`src/rtl/order_matcher_pkg.sv`:
```
// Shared constants and FSM encoding for the order matcher.
// Price and counter widths live here so every file agrees.
package order_matcher_pkg;
   localparam int PRICE_W = 8;
   localparam int CNT_W   = 16;
   localparam logic [CNT_W-1:0] CNT_MAX    = 16'hFFFF;
   localparam logic [CNT_W-1:0] PROFIT_MAX = 16'h7FFF;

   typedef enum logic [1:0] {
      IDLE    = 2'd0,
      LOAD    = 2'd1,
      COMPARE = 2'd2,
      REPORT  = 2'd3
   } state_t;
endpackage

```
`src/rtl/order_matcher_if.sv`:
```
// Order intake and result bus of the order matcher.
// master drives orders and halt, slave returns results.
interface order_matcher_if;
   import order_matcher_pkg::*;
   logic               in_valid;
   logic               in_ready;
   logic [PRICE_W-1:0] buy_price;
   logic [PRICE_W-1:0] sell_price;
   logic               halt;
   logic               result_valid;
   logic               matched;
   logic [PRICE_W-1:0] trade_price;
   logic [CNT_W-1:0]   trade_count;
   logic [CNT_W-1:0]   miss_count;
   logic [CNT_W-1:0]   profit;

   modport master (
      output in_valid, buy_price, sell_price, halt,
      input  in_ready, result_valid, matched,
      input  trade_price, trade_count, miss_count, profit
   );

   modport slave (
      input  in_valid, buy_price, sell_price, halt,
      output in_ready, result_valid, matched,
      output trade_price, trade_count, miss_count, profit
   );
endinterface

```
`src/rtl/order_matcher_fifo.sv`:
```
// Circular order FIFO; head word is visible combinationally.
// Push is refused when full, even if a pop happens that cycle.
module order_fifo #(
   parameter int DEPTH = 4,
   parameter int W     = 16
) (
   input  logic         clk,
   input  logic         reset,
   input  logic         i_push,
   input  logic         i_pop,
   input  logic [W-1:0] i_wdata,
   output logic [W-1:0] o_rdata,
   output logic         o_full,
   output logic         o_empty
);
   localparam int AW = $clog2(DEPTH);

   logic [W-1:0]  r_mem [DEPTH];
   logic [AW-1:0] r_wptr;
   logic [AW-1:0] r_rptr;
   logic [AW:0]   r_count;
   logic          w_push;
   logic          w_pop;

   assign o_full  = (r_count == (AW+1)'(DEPTH));
   assign o_empty = (r_count == '0);
   assign w_push  = i_push && !o_full;
   assign w_pop   = i_pop && !o_empty;
   assign o_rdata = r_mem[r_rptr];

   // Storage array; contents are don't-care once pointers reset.
   always_ff @(posedge clk) begin
      if (w_push) r_mem[r_wptr] <= i_wdata;
   end

   // Pointers wrap naturally because DEPTH is a power of two.
   always_ff @(posedge clk or negedge reset) begin
      if (!reset) begin
         r_wptr  <= '0;
         r_rptr  <= '0;
         r_count <= '0;
      end else begin
         if (w_push) r_wptr <= r_wptr + 1'b1;
         if (w_pop)  r_rptr <= r_rptr + 1'b1;
         case ({w_push, w_pop})
            2'b10:   r_count <= r_count + 1'b1;
            2'b01:   r_count <= r_count - 1'b1;
            default: r_count <= r_count;
         endcase
      end
   end
endmodule

```
`src/rtl/order_matcher.sv`:
```
// Pops queued orders, decides match, reports trade price and totals.
// One order is in flight at a time: LOAD, COMPARE, REPORT.
module order_matcher
   import order_matcher_pkg::*;
#(
   parameter int               DEPTH      = 4,
   parameter logic [PRICE_W-1:0] MIN_SPREAD = 8'd0
) (
   input logic           clk,
   input logic           reset,
   order_matcher_if.slave bus
);
   state_t               r_state;
   logic [PRICE_W-1:0]   r_buy;
   logic [PRICE_W-1:0]   r_sell;
   logic                 r_result_valid;
   logic                 r_matched;
   logic [PRICE_W-1:0]   r_trade_price;
   logic [CNT_W-1:0]     r_trade_count;
   logic [CNT_W-1:0]     r_miss_count;
   logic [CNT_W-1:0]     r_profit;

   logic                 w_full;
   logic                 w_empty;
   logic                 w_pop;
   logic [2*PRICE_W-1:0] w_head;
   logic                 w_match;
   logic [PRICE_W-1:0]   w_price;
   logic [CNT_W:0]       w_profit_sum;

   assign w_pop = ((r_state == IDLE) || (r_state == REPORT))
                  && !bus.halt && !w_empty;

   order_fifo #(
      .DEPTH (DEPTH),
      .W     (2*PRICE_W)
   ) u_fifo (
      .clk     (clk),
      .reset   (reset),
      .i_push  (bus.in_valid),
      .i_pop   (w_pop),
      .i_wdata ({bus.buy_price, bus.sell_price}),
      .o_rdata (w_head),
      .o_full  (w_full),
      .o_empty (w_empty)
   );

   assign w_match = ({1'b0, r_buy} >=
                     ({1'b0, r_sell} + {1'b0, MIN_SPREAD}));
   assign w_price = 8'((9'(r_buy) + 9'(r_sell)) >> 1);
   assign w_profit_sum = {1'b0, r_profit}
                       + {9'd0, 8'(r_buy - r_sell)};

   assign bus.in_ready     = !w_full;
   assign bus.result_valid = r_result_valid;
   assign bus.matched      = r_matched;
   assign bus.trade_price  = r_trade_price;
   assign bus.trade_count  = r_trade_count;
   assign bus.miss_count   = r_miss_count;
   assign bus.profit       = r_profit;

   // Order FSM with registered results and saturating totals.
   always_ff @(posedge clk or negedge reset) begin
      if (!reset) begin
         r_state        <= IDLE;
         r_buy          <= '0;
         r_sell         <= '0;
         r_result_valid <= 1'b0;
         r_matched      <= 1'b0;
         r_trade_price  <= '0;
         r_trade_count  <= '0;
         r_miss_count   <= '0;
         r_profit       <= '0;
      end else begin
         r_result_valid <= 1'b0;
         unique case (r_state)
            IDLE: begin
               if (w_pop) begin
                  r_buy   <= w_head[15:8];
                  r_sell  <= w_head[7:0];
                  r_state <= LOAD;
               end
            end
            LOAD: r_state <= COMPARE;
            COMPARE: begin
               r_result_valid <= 1'b1;
               r_matched      <= w_match;
               r_state        <= REPORT;
               if (w_match) begin
                  r_trade_price <= w_price;
                  if (r_trade_count != CNT_MAX)
                     r_trade_count <= r_trade_count + 1'b1;
                  if (w_profit_sum > {1'b0, PROFIT_MAX})
                     r_profit <= PROFIT_MAX;
                  else
                     r_profit <= w_profit_sum[CNT_W-1:0];
               end else if (r_miss_count != CNT_MAX) begin
                  r_miss_count <= r_miss_count + 1'b1;
               end
            end
            REPORT: begin
               if (w_pop) begin
                  r_buy   <= w_head[15:8];
                  r_sell  <= w_head[7:0];
                  r_state <= LOAD;
               end else begin
                  r_state <= IDLE;
               end
            end
            default: r_state <= IDLE;
         endcase
      end
   end
endmodule

```
`src/flat_wrapper.sv`:
```
// flat-port wrapper written by rule: the top's interface ports become plain ports
module order_matcher_flat import order_matcher_pkg::*;
#(
   parameter int               DEPTH      = 4,
   parameter logic [PRICE_W-1:0] MIN_SPREAD = 8'd0
)
  (clk, reset, bus_in_valid, bus_buy_price, bus_sell_price, bus_halt, bus_in_ready, bus_result_valid, bus_matched, bus_trade_price, bus_trade_count, bus_miss_count, bus_profit);
  order_matcher_if bus_i ();
  input logic clk;
  input logic reset;
  input wire logic [$bits(bus_i.in_valid)-1:0] bus_in_valid;
  input wire logic [$bits(bus_i.buy_price)-1:0] bus_buy_price;
  input wire logic [$bits(bus_i.sell_price)-1:0] bus_sell_price;
  input wire logic [$bits(bus_i.halt)-1:0] bus_halt;
  output wire logic [$bits(bus_i.in_ready)-1:0] bus_in_ready;
  output wire logic [$bits(bus_i.result_valid)-1:0] bus_result_valid;
  output wire logic [$bits(bus_i.matched)-1:0] bus_matched;
  output wire logic [$bits(bus_i.trade_price)-1:0] bus_trade_price;
  output wire logic [$bits(bus_i.trade_count)-1:0] bus_trade_count;
  output wire logic [$bits(bus_i.miss_count)-1:0] bus_miss_count;
  output wire logic [$bits(bus_i.profit)-1:0] bus_profit;
  assign bus_i.in_valid = bus_in_valid;
  assign bus_i.buy_price = bus_buy_price;
  assign bus_i.sell_price = bus_sell_price;
  assign bus_i.halt = bus_halt;
  assign bus_in_ready = bus_i.in_ready;
  assign bus_result_valid = bus_i.result_valid;
  assign bus_matched = bus_i.matched;
  assign bus_trade_price = bus_i.trade_price;
  assign bus_trade_count = bus_i.trade_count;
  assign bus_miss_count = bus_i.miss_count;
  assign bus_profit = bus_i.profit;
  order_matcher #(.DEPTH(DEPTH), .MIN_SPREAD(MIN_SPREAD)) u_core (.clk(clk), .reset(reset), .bus(bus_i));
endmodule
```
`config.mk`:
```
export PLATFORM = sky130hd
export DESIGN_NAME = order_matcher_flat
export DESIGN_NICKNAME = d
export VERILOG_FILES = /design/src/rtl/order_matcher_pkg.sv /design/src/rtl/order_matcher_if.sv /design/src/rtl/order_matcher_fifo.sv /design/src/rtl/order_matcher.sv /design/src/flat_wrapper.sv
export SDC_FILE = /design/constraint.sdc
export NUM_CORES = 1
export LEC_CHECK = 0
export BUFFER_PORTS_ARGS = -buffer_cell sky130_fd_sc_hd__buf_2
export CAP_MARGIN = 25
export CELL_PAD_IN_SITES_DETAIL_PLACEMENT = 0
export CELL_PAD_IN_SITES_GLOBAL_PLACEMENT = 1
export CORE_UTILIZATION = 48
export DETAILED_ROUTE_END_ITERATION = 8
export PLACE_DENSITY = 0.9
export SYNTH_ARGS = -nofsm -noshare
export SYNTH_HDL_FRONTEND = slang
export SYNTH_SLANG_ARGS = --single-unit
```
`constraint.sdc`:
```
create_clock -name clk -period 4.4 [get_ports clk]
set_input_delay 0.22 -clock clk [delete_from_list [all_inputs] [get_ports clk]]
set_output_delay 0.22 -clock clk [all_outputs]
set_load 0.02 [all_outputs]
```
# == After elaboration in Yosys (flattened, before gate mapping) ==
# Memories as Yosys holds them, arrays and structs flattened. A register that Yosys moved wholly into a read port is not among the register bits.
# Cells that the tools add are included.
# op_classes
n_addsub,9
mul,0
div,0
magnitude_cmp,2
eq_ne,9
shift,0
muxes,8
bitwise_logic,1
n_reduce_logical,17
# ops
op,count
"adder 16 x 1 -> 16 bit, second input constant",2
"inequality test 16 bit, second input constant",2
adder 16 x 8 -> 17 bit,1
"greater-than comparator 17 x 15 -> 1 bit, second input constant",1
2-to-1 mux 16 bit,1
adder 8 x 8 -> 9 bit,1
greater-or-equal comparator 8 bit,1
one-hot mux 2 bit (4 select lines),1
subtractor 8 bit,1
"== test 2 bit, second input constant",3
one-hot mux 3 bit (2 select lines),1
AND reduction 3 bit,2
"adder 2 x 1 -> 2 bit, second input constant",2
"== test 2 x 1 -> 1 bit, second input constant",2
logical AND 1 bit,4
logical NOT 1 bit,4
2-to-1 mux 1 bit,4
AND reduction 2 bit,2
"adder 3 x 1 -> 3 bit, second input constant",1
"== test 3 bit, second input constant",1
logical NOT 3 bit,1
"subtractor 3 x 1 -> 3 bit, second input constant",1
logical NOT 2 bit,1
2-to-1 mux 2 bit,1
5 further kinds,5
# word_totals
ff_bits,67
latch_bits,0
ram_bits,64
mem_bits_ro,0
inputBits,20
elab_cells,57
memories,1
# mem_list
name,words,width,read_ports,rd_clocked_by_memory_dff,write_ports,line,rtl
u_core.u_fifo.r_mem,4,16,1,1,1,order_matcher_fifo.sv:18,logic [W-1:0] r_mem [DEPTH];

# == Logic depth before layout (Yosys ltp) ==
# Gate-level depths: netlist of the first run.
# depth
depth_word,7
depth_mapped,16

# == Modules after synthesis ==
# Synthesis of the first run repeated with hierarchy kept, for this count alone.
# unflattened
hier_cells,555
hier_area_um2,7170.6
# modules_own_cells
module,n_inst,cells_each,area_per_inst_um2,seq_area_each_um2
order_matcher,1,434,4395.5,1901.8
order_fifo,1,121,2775.2,2097.0

# == Worst setup path before layout of the first run ==
# No wires, ideal clock.
# synth_timing
kind,reg2reg
from,reg u_core.r_sell[1]
to,"reg u_core.r_profit[11], in the netlist u_core.bus.profit[11]"
setup_time_ns,0.126
arrival_time_ns,3.376
t_required_ns,4.274
setup_slack_ns,0.898
stages_incl_launch_ff,17
path_buffers,1
cell_sequence,dfrtp_1 > inv_1 > ha_1 > nor2b_1 > o21ai_0 > a21boi_0 > o21ai_0 > nor2b_1 > xnor2_1 > ha_1 > a21o_1 > a31o_1 > a21o_4 > o41ai_4 > buf_6 > a21oi_1 > o32a_1
# synth_between
elab_chain_len,4
# synth_rtl
item,line,rtl
start: declaration,order_matcher.sv:15,logic [PRICE_W-1:0] r_sell;
start signal: assignment,order_matcher.sv:80,r_sell <= w_head[7:0];
start signal: assignment,order_matcher.sv:104,r_sell <= w_head[7:0];
subtractor 8 bit,order_matcher.sv:52,"+ {9'd0, 8'(r_buy - r_sell)};"
adder 16 x 8 -> 17 bit,order_matcher.sv:52,
greater-than comparator 17 x 15 -> 1 bit,order_matcher.sv:93,"if (w_profit_sum > {1'b0, PROFIT_MAX})"
2-to-1 mux 16 bit,order_matcher.sv:93,
end signal: assignment,order_matcher.sv:96,r_profit <= w_profit_sum[CNT_W-1:0];
end: declaration,order_matcher.sv:21,logic [CNT_W-1:0] r_profit;
# Parallel ways exist; a longest one is shown, timed or not.
# A chain may end at the register's enable or synchronous reset.

# == Worst setup path in the final report of the first run ==
# layout_timing
from,reg u_core.r_buy[2]
to,"reg u_core.r_profit[12], in the netlist u_core.bus.profit[12]"
# layout_between
elab_chain_len,4
# layout_rtl
item,line,rtl
start: declaration,order_matcher.sv:14,logic [PRICE_W-1:0] r_buy;
start signal: assignment,order_matcher.sv:79,r_buy <= w_head[15:8];
start signal: assignment,order_matcher.sv:103,r_buy <= w_head[15:8];
subtractor 8 bit,order_matcher.sv:52,
adder 16 x 8 -> 17 bit,order_matcher.sv:52,
greater-than comparator 17 x 15 -> 1 bit,order_matcher.sv:93,
2-to-1 mux 16 bit,order_matcher.sv:93,
# Parallel ways exist; a longest one is shown, timed or not.

==> results of run 1 <==
-- area by class of cell --
type / count / area (µm²)
Inverter: 30 / 113
Multi-Input combinational cell: 377 / 2960
Timing Repair Buffer: 90 / 529
Fill cell: 1190 / 6170
Clock inverter: 15 / 159
Clock buffer: 17 / 425
Sequential cell: 147 / 4000
Tap cell: 184 / 230
-- Yosys cell counts, types with 2 or more instances --
library cell  number  area share, %
xnor2_1           23            2.8
nand3_2            7           0.97
a41oi_1            2           0.24
a21oi_1           15            1.0
nand2_1           61            3.2
edfxtp_1          64             27
nor2_1            30            1.6
a31oi_1           10           0.87
o32a_1             2           0.28
nor2b_1            3           0.26
o22a_1             4           0.49
o21ai_0           28            1.9
ha_1              36            6.2
buf_2              8           0.55
nor3b_1            2           0.21
fa_1               4            1.1
and2_0             2           0.17
a21o_1             8           0.83
mux4_2            16            5.0
inv_1             29            1.5
nor3_1             8           0.55
o21bai_1           2           0.21
buf_6              5           0.78
a211oi_1           4           0.42
xor2_1            26            3.2
and4_1             4           0.49
nand2b_1           4           0.35
mux2_1             2           0.31
nand3_1           11           0.76
and3_1            16            1.4
nor4_2             3           0.52
dfrtp_1           83             29
and2_1             4           0.35
o21ai_1            3           0.21
nor4b_2            5            1.0
nand4_1           10           0.87
a211o_1            2           0.24
clkbuf_1           9           0.47
-- power by group through the flow --
| stage | Sequential, W | Clock [W] | Combinational [W] |
|---|---|---|---|
| final | 0.00212 | 0.00141 | 0.00351 |
| after global routing | 0.00217 | 0.00150 | 0.00389 |
| after CTS | 0.00212 | 0.00145 | 0.00351 |
| after detailed placement | 0.00215 | 0 | 0.00349 |
| after global placement | 0.00214 | 0 | 0.00330 |
| after floorplan | 0.00217 | 0 | 0.00262 |
-- routing by layer --
metal	routed length [µm]	part of all wire [%]	GRT usage, %	vias up
li1	-	-	-	2253
met1	6250	45	23.5	2364
met2	6830	50	31.1	113
met3	604	4.4	4.64	12
met4	113	0.82	6.09	0
met5	0	0	0	-
-- critical path, cell delays in order (launching register included) --
cell,delay (ns)
dfrtp_1,0.41
ha_1,0.47
o21ai_0,0.18
a21boi_0,0.29
o21ai_0,0.13
a21oi_1,0.18
xor2_1,0.27
ha_1,0.31
a21o_1,0.20
a31o_1,0.19
a21o_4,0.22
o41ai_4,0.53
nand4_1,0.24
o22a_1,0.25
-- cell usage in the layout, fill, tap and decap left out, types with 3 or more instances in the layout --
master	instances
xnor2_1	23
nand3_1	11
clkbuf_16	17
buf_2	77
dfrtp_1	83
buf_4	4
o21ai_0	28
dlygate4sd3_1	6
a21o_1	8
xor2_1	26
nand2_1	61
ha_1	36
and3_1	16
nand2b_1	4
a211oi_1	4
inv_8	5
nor3_1	8
and2_1	4
nand3_2	7
o21ai_1	3
inv_6	5
nor4b_2	5
nor4_2	3
o22a_1	4
mux4_2	16
fa_1	4
and4_1	4
a31oi_1	10
nor2b_1	3
nor2_1	30
inv_1	29
edfxtp_1	64
a21oi_1	15
nand4_1	10
-- cells by family after synthesis --
logic type	synth area share, %
and+or+nand+nor	13.1
xor gates and xnor gates	5.95
buffers and inverters	3.54
AOI/OAI and AO/OA	9.16
adders and majority gates	7.35
muxes	5.46
DFF	55.4
-- final timing paths --
kind	startpoint	to	slack [ns]	cells past startpoint
max in group asynchronous	reset	u_core.r_buy[0]$_DFFE_PN0P_	3.63	3
min	bus_buy_price[6]	u_core.u_fifo.r_mem[2][14]$_DFFE_PP_	0.01	1
max	u_core.r_buy[2]$_DFFE_PN0P_	u_core.bus.profit[12]$_DFFE_PN0P_	0.43	13
min in group asynchronous	reset	u_core.bus.trade_count[12]$_DFFE_PN0P_	0.18	2
max reg2reg	u_core.r_buy[2]$_DFFE_PN0P_	u_core.bus.profit[12]$_DFFE_PN0P_	0.43	13
min reg2reg	u_core.bus.trade_price[1]$_DFFE_PN0P_	u_core.bus.trade_price[1]$_DFFE_PN0P_	0.49	2
-- state kept, by name, summed over array words and instances, names as in the netlist --
name	flops
u_core.bus.matched	1
u_core.bus.miss_count	16
u_core.bus.profit	16
u_core.bus.result_valid	1
u_core.bus.trade_count	16
u_core.bus.trade_price	8
u_core.r_buy	8
u_core.r_sell	8
u_core.r_state	2
u_core.u_fifo.r_count	3
u_core.u_fifo.r_mem	64
u_core.u_fifo.r_rptr	2
u_core.u_fifo.r_wptr	2
-- per-stage QoR --
stage | util (%) | hold slack, ns | cell area [µm²]
floorplan | - | -0.0756 | 7210
global placement | 52.9 | 0.428 | 7720
detailed placement | 53.0 | 0.438 | 7730
CTS | 57.3 | 0.000180 | 8370
global route | 57.7 | 0.00152 | 8420
finish | 57.7 | 0.0150 | 8420
==> metrics.md, run 1 <==
| Metric | Value |
|---|---|
| RSZ-0062 raised after global routing | no |
| Final setup vio count | 0 |
| DIE AREA | 15500 µm² |
| Diode count | 0 |
| Drt wl/cell | 16.0 µm |
| P_sw | 0.00296 W |
| Final WL | 13800 µm |
| CP Launch Type | flip-flop |
| H-tree levels | 4 |
| CP endpoint kind | flip-flop |
| Setup TNS | 0 ns |
| DRT iter0 DRCs | 264 |
| Post-route insts no fill | 860 |
| Pint | 0.00408 W |
| YS warnings | 0 |
| Worst hold path class | input port to flip-flop |
| Max Cap Violations | 0 |
| GP Congestion | 0.879 |
| Net Sw Frac | 42.0% |
| Buffers on Ports | 78 |
| Overall power | 0.00704 W |
| Crit-path max FO | 9 |
| Top Ports | 79 |
| Clk Latency, worst-skew pair | 0.42 ns |
| Syn Nets | 638 |
| Clock skew | 0.0121 ns |
| Seq pwr share | 30.1% |
| Core area | 14600 µm² |
| Cts-stage hold buffer count | 5 |
| Initial antenna violation count | 0 |
| Final Hold Fails | 0 |
| Worst VDD drop | 415 µV |
| Number of setup buffers added after CTS | 0 |
| Clock tree sinks | 147 |
| Nets | 723 |
| CTS Root Cell | clkbuf_16 |
| CTS tree | done |
| Number of synthesized register bits | 147 |
| Sequential element share of the synthesized area | 55.4% |
| Layout cell share with drive strength beyond 1 | 23.1% |
| F_max | 0.252 GHz |
| Cts bufs inserted | 17 |
| Synth Instances | 578 |
| Via count | 4742 |
| Cell Rows | 44 |
| Combinational power share | 49.8% |
| DRC viols | 0 |
| Worst rel slew slack | 43.2% |
| Total gr overflow | 0 |
| Post-synth EDFFs | 64 |
| P&R area growth vs syn | 16.6% |
| Part of the cycle the worst path needs | 90.2% |
| Async set-reset flop share out of synthesis | 56.5% |
| Mapped Area | 7210 µm² |
| Avg Synthesized Cell Area | 12.5 µm² |
| HPWL Detailed | 9740 µm |
| First-pass GRT wire length | 23000 µm |
| # resized after CTS | 0 |
| Power density cells | 837 nW/µm² |
| Placed insts | 820 |
| Via-to-Cell Ratio | 5.51 |
| Largest net degree at the start of global routing | 84 |
| Dpl ws | 0.419 ns |
| Die height | 125 µm |
| Post-route ant nets | 0 |
| Leakage Power | 3.70 nW |
| Critical path class | flip-flop to flip-flop |
| Unique masters post-synth | 61 |
| Initial Util | 49.5% |
| Pre-antenna DRT Iters | 4 |
| Gr usage total | 18.5% |
| Pins Over Slew Limit | 0 |
| Setup ws final | 0.430 ns |
| Post-route minimum period | 3.97 ns |
| Worst slew pin tran | 0.852 ns |
| Crit path DAT | 4.27 ns |
| Die Wd | 125 µm |
| Vias in the first global route | 4824 |
| Clock transition at path regs | 0.06 ns |
| Clock share of power | 20.1% |
| Run status | completed |
| Dominant synthesized flop cell | dfrtp_1 |
| Clock tree buffer depth | 2 |
| CP Data Required Time | 4.70 ns |
Power figures use the tool's default switching activity.
==> run 2, diff against run 1 <==
CORE_UTILIZATION = 35   (was 48)
PLACE_DENSITY = 0.72   (was 0.9)
==> metrics.md, run 2 (synthesis results as in run 1) <==
| Metric | Value |
|---|---|
| Run status | completed (unchanged) |
| Worst hold path class | input port to flip-flop (unchanged) |
| Clock tree buffer depth | 2 (unchanged) |
| Vias in the first global route | 4794 (was 4824) |
| H-tree levels | 4 (unchanged) |
| Diode count | 0 (unchanged) |
| Nets | 732 (was 723) |
| Reg-to-Reg End | u_core.bus.profit[12]$_DFFE_PN0P_ (unchanged) |
| Worst VDD drop | 395 µV (was 415 µV) |
| Pre-antenna DRT Iters | 4 (unchanged) |
| Final setup vio count | 0 (unchanged) |
| Worst slew pin tran | 0.869 ns (was 0.852 ns) |
| Leakage Power | 3.76 nW (was 3.70 nW) |
| First-pass GRT wire length | 24300 µm (was 23000 µm) |
| Clk Latency, worst-skew pair | 0.44 ns (was 0.42 ns) |
| DRC viols | 0 (unchanged) |
| Final Util | 42.8% (was 57.7%) |
| Reg2Reg Depth | 15 (was 13) |
| Worst rel slew slack | 41.9% (was 43.2%) |
| Cts bufs inserted | 17 (unchanged) |
| Crit path DAT | 4.29 ns (was 4.27 ns) |
| Top Ports | 79 (unchanged) |
| HPWL Detailed | 10300 µm (was 9740 µm) |
| Hold endpoint | u_core.u_fifo.r_mem[3][6]$_DFFE_PP_ (was u_core.u_fifo.r_mem[2][14]$_DFFE_PP_) |
| RSZ-0062 raised after global routing | no (unchanged) |
| Setup ws final | 0.426 ns (was 0.430 ns) |
| Final WL | 14600 µm (was 13800 µm) |
| Total gr overflow | 0 (unchanged) |
| Fill count | 1844 (was 1190) |
| CP Data Required Time | 4.72 ns (was 4.70 ns) |
| Clock skew | 0.0159 ns (was 0.0121 ns) |
| Setup TNS | 0 ns (unchanged) |
| Power density cells | 823 nW/µm² (was 837 nW/µm²) |
| F_max | 0.252 GHz (about the same) |
| Max incr delay on CP | 0.51 ns (was 0.53 ns) |
| Largest register by flop count | u_core.u_fifo.r_mem (unchanged) |
| Initial Util | 35.7% (was 49.5%) |
| Largest net degree at the start of global routing | 45 (was 84) |
| CTS tree | done (unchanged) |
| P&R area growth vs syn | 20.0% (was 16.6%) |
| CP Launch Type | flip-flop (unchanged) |
| Dpl ws | 0.407 ns (was 0.419 ns) |
| CTS Root Cell | clkbuf_16 (unchanged) |
| Final Hold Fails | 0 (unchanged) |
| RR Startpoint | u_core.r_sell[1]$_DFFE_PN0P_ (was u_core.r_buy[2]$_DFFE_PN0P_) |
| Commonest non-fill, non-tap cell in the layout | dfrtp_1 (unchanged) |
| Max reg flops | 64 (unchanged) |
| Drt wl/cell | 15.3 µm (was 16.0 µm) |
| Critical path, cell by cell | inv_1 > ha_1 > nor2b_1 > o21ai_0 > a21boi_0 > o21ai_0 > nor2b_1 > xnor2_1 > ha_1 > a21o_1 > a31o_1 > a21o_4 > o41ai_4 > nand4_1 > o22a_1 (was ha_1 > o21ai_0 > a21boi_0 > o21ai_0 > a21oi_1 > xor2_1 > ha_1 > a21o_1 > a31o_1 > a21o_4 > o41ai_4 > nand4_1 > o22a_1) |
| Layout cell share with drive strength beyond 1 | 22.9% (was 23.1%) |
| Crit-path max FO | 9 (unchanged) |
| Part of the cycle the worst path needs | 90.3% (was 90.2%) |
| Cell Rows | 52 (was 44) |
| GP Congestion | 0.773 (was 0.879) |
| DRT iter0 DRCs | 246 (was 264) |
| WHS | 0.0234 ns (was 0.0150 ns) |
| DIE AREA | 21200 µm² (was 15500 µm²) |
| CP endpoint kind | flip-flop (unchanged) |
| Post-route ant nets | 0 (unchanged) |
| WHS Path Cells | 1 (unchanged) |
| Clock transition at path regs | 0.07 ns (was 0.06 ns) |
| Pins Over Slew Limit | 0 (unchanged) |
| Critical path class | flip-flop to flip-flop (unchanged) |
| Gr usage total | 14.6% (was 18.5%) |
| Via-to-Cell Ratio | 4.94 (was 5.51) |
| Max Cap Violations | 0 (unchanged) |
| Reg-to-reg slack, setup | 0.43 ns (about the same) |
| Die Wd | 146 µm (was 125 µm) |
| Initial antenna violation count | 0 (unchanged) |
| Min-delay src | bus_sell_price[6] (was bus_buy_price[6]) |
| Worst path slowest cell | o41ai_4 (unchanged) |
| Die height | 146 µm (was 125 µm) |
| Post-route minimum period | 3.97 ns (about the same) |
| Via count | 4721 (was 4742) |
| Number of setup buffers added after CTS | 0 (unchanged) |
| Most frequent cells in the layout | 83 x dfrtp_1, 77 x buf_2, 64 x edfxtp_1, 61 x nand2_1, 36 x ha_1 (unchanged) |
| Buffers on Ports | 78 (unchanged) |
| Clock tree sinks | 147 (unchanged) |
| Core area | 20200 µm² (was 14600 µm²) |
-- run 2: cell types whose count changed in the layout (fill, tap and decap cells not counted) --
| cell | delta |
|---|---|
| buf_8 | -1 |
| inv_6 | -4 |
| buf_16 | +1 |
| clkinv_1 | -1 |
| clkinv_8 | +4 |
| clkinvlp_4 | -1 |
| dlygate4sd3_1 | +9 |
| inv_12 | +1 |
| clkinv_4 | -1 |
| inv_8 | +3 |
| bufinv_16 | -1 |
-- run 2: worst max-delay path by stage --
| stage | to | cells after the start | from |
|---|---|---|---|
| 6_report | u_core.bus.profit[12]$_DFFE_PN0P_ | 15 | u_core.r_sell[1]$_DFFE_PN0P_ |
| 5_1_grt | u_core.bus.profit[12]$_DFFE_PN0P_ | 15 | u_core.r_sell[1]$_DFFE_PN0P_ |
| 3_3_place_gp | u_core.bus.profit[12]$_DFFE_PN0P_ | 15 | u_core.r_sell[1]$_DFFE_PN0P_ |
| 4_1_cts | u_core.bus.profit[12]$_DFFE_PN0P_ | 15 | u_core.r_sell[1]$_DFFE_PN0P_ |
| 3_5_place_dp | u_core.bus.profit[12]$_DFFE_PN0P_ | 15 | u_core.r_sell[1]$_DFFE_PN0P_ |
| 2_1_floorplan | u_core.bus.profit[11]$_DFFE_PN0P_ | 16 | u_core.r_sell[1]$_DFFE_PN0P_ |
-- run 2: where the power goes --
group,leakage [nW],internal [W],switching (W),total [W]
logic,1.81,0.00147,0.00207,0.00354
clock network,0.301,0.000780,0.000691,0.00147
registers,1.65,0.00182,0.000294,0.00211
-- run 2: routing by layer --
layer  wire (µm)  global-route usage, %  vias up
li1            -                      -     2270
met1        6780                   18.9     2331
met2        7040                   23.9      103
met3         559                   3.39       17
met4         188                   5.05        0
met5           0                      0        -
-- run 2: area by class of cell --
| cell class | count | area (µm²) | share of cell area [%] |
|---|---|---|---|
| sequential | 147 | 4000 | 46.2 |
| multi-input combinational | 377 | 2960 | 34.2 |
| clock inverter | 15 | 189 | 2.18 |
| clock buffer | 17 | 425 | 4.91 |
| inverter | 30 | 113 | 1.30 |
| tap | 270 | 338 | 3.90 |
| timing repair buffer | 99 | 632 | 7.30 |
-- run 2: critical path: cells and delay by family, from the launching register on --
| kind | cells | cell delay, ns |
|---|---|---|
| AOI/OAI and AO/OA | 8 | 2.02 |
| xor gates and xnor gates | 1 | 0.13 |
| buffers and inverters | 1 | 0.16 |
| adders and majority gates | 2 | 0.59 |
| and+or+nand+nor | 3 | 0.55 |
| DFF | 1 | 0.39 |
-- run 2: per-stage QoR --
step	power [W]	area, µm²	cells
after floorplan	0.00480	7210	578
after CTS	0.00718	8640	954
final	0.00712	8660	955
after global placement	0.00552	7830	905
after global routing	0.00767	8660	955
after detailed placement	0.00566	7880	907
-- run 2: what timing repair did --
| action | 4_1_cts | 5_1_grt |
|---|---|---|
| resized for setup | 0 | 0 |
| hold endpoints to repair | 92 | 0 |
| hold buffers | 15 | 0 |
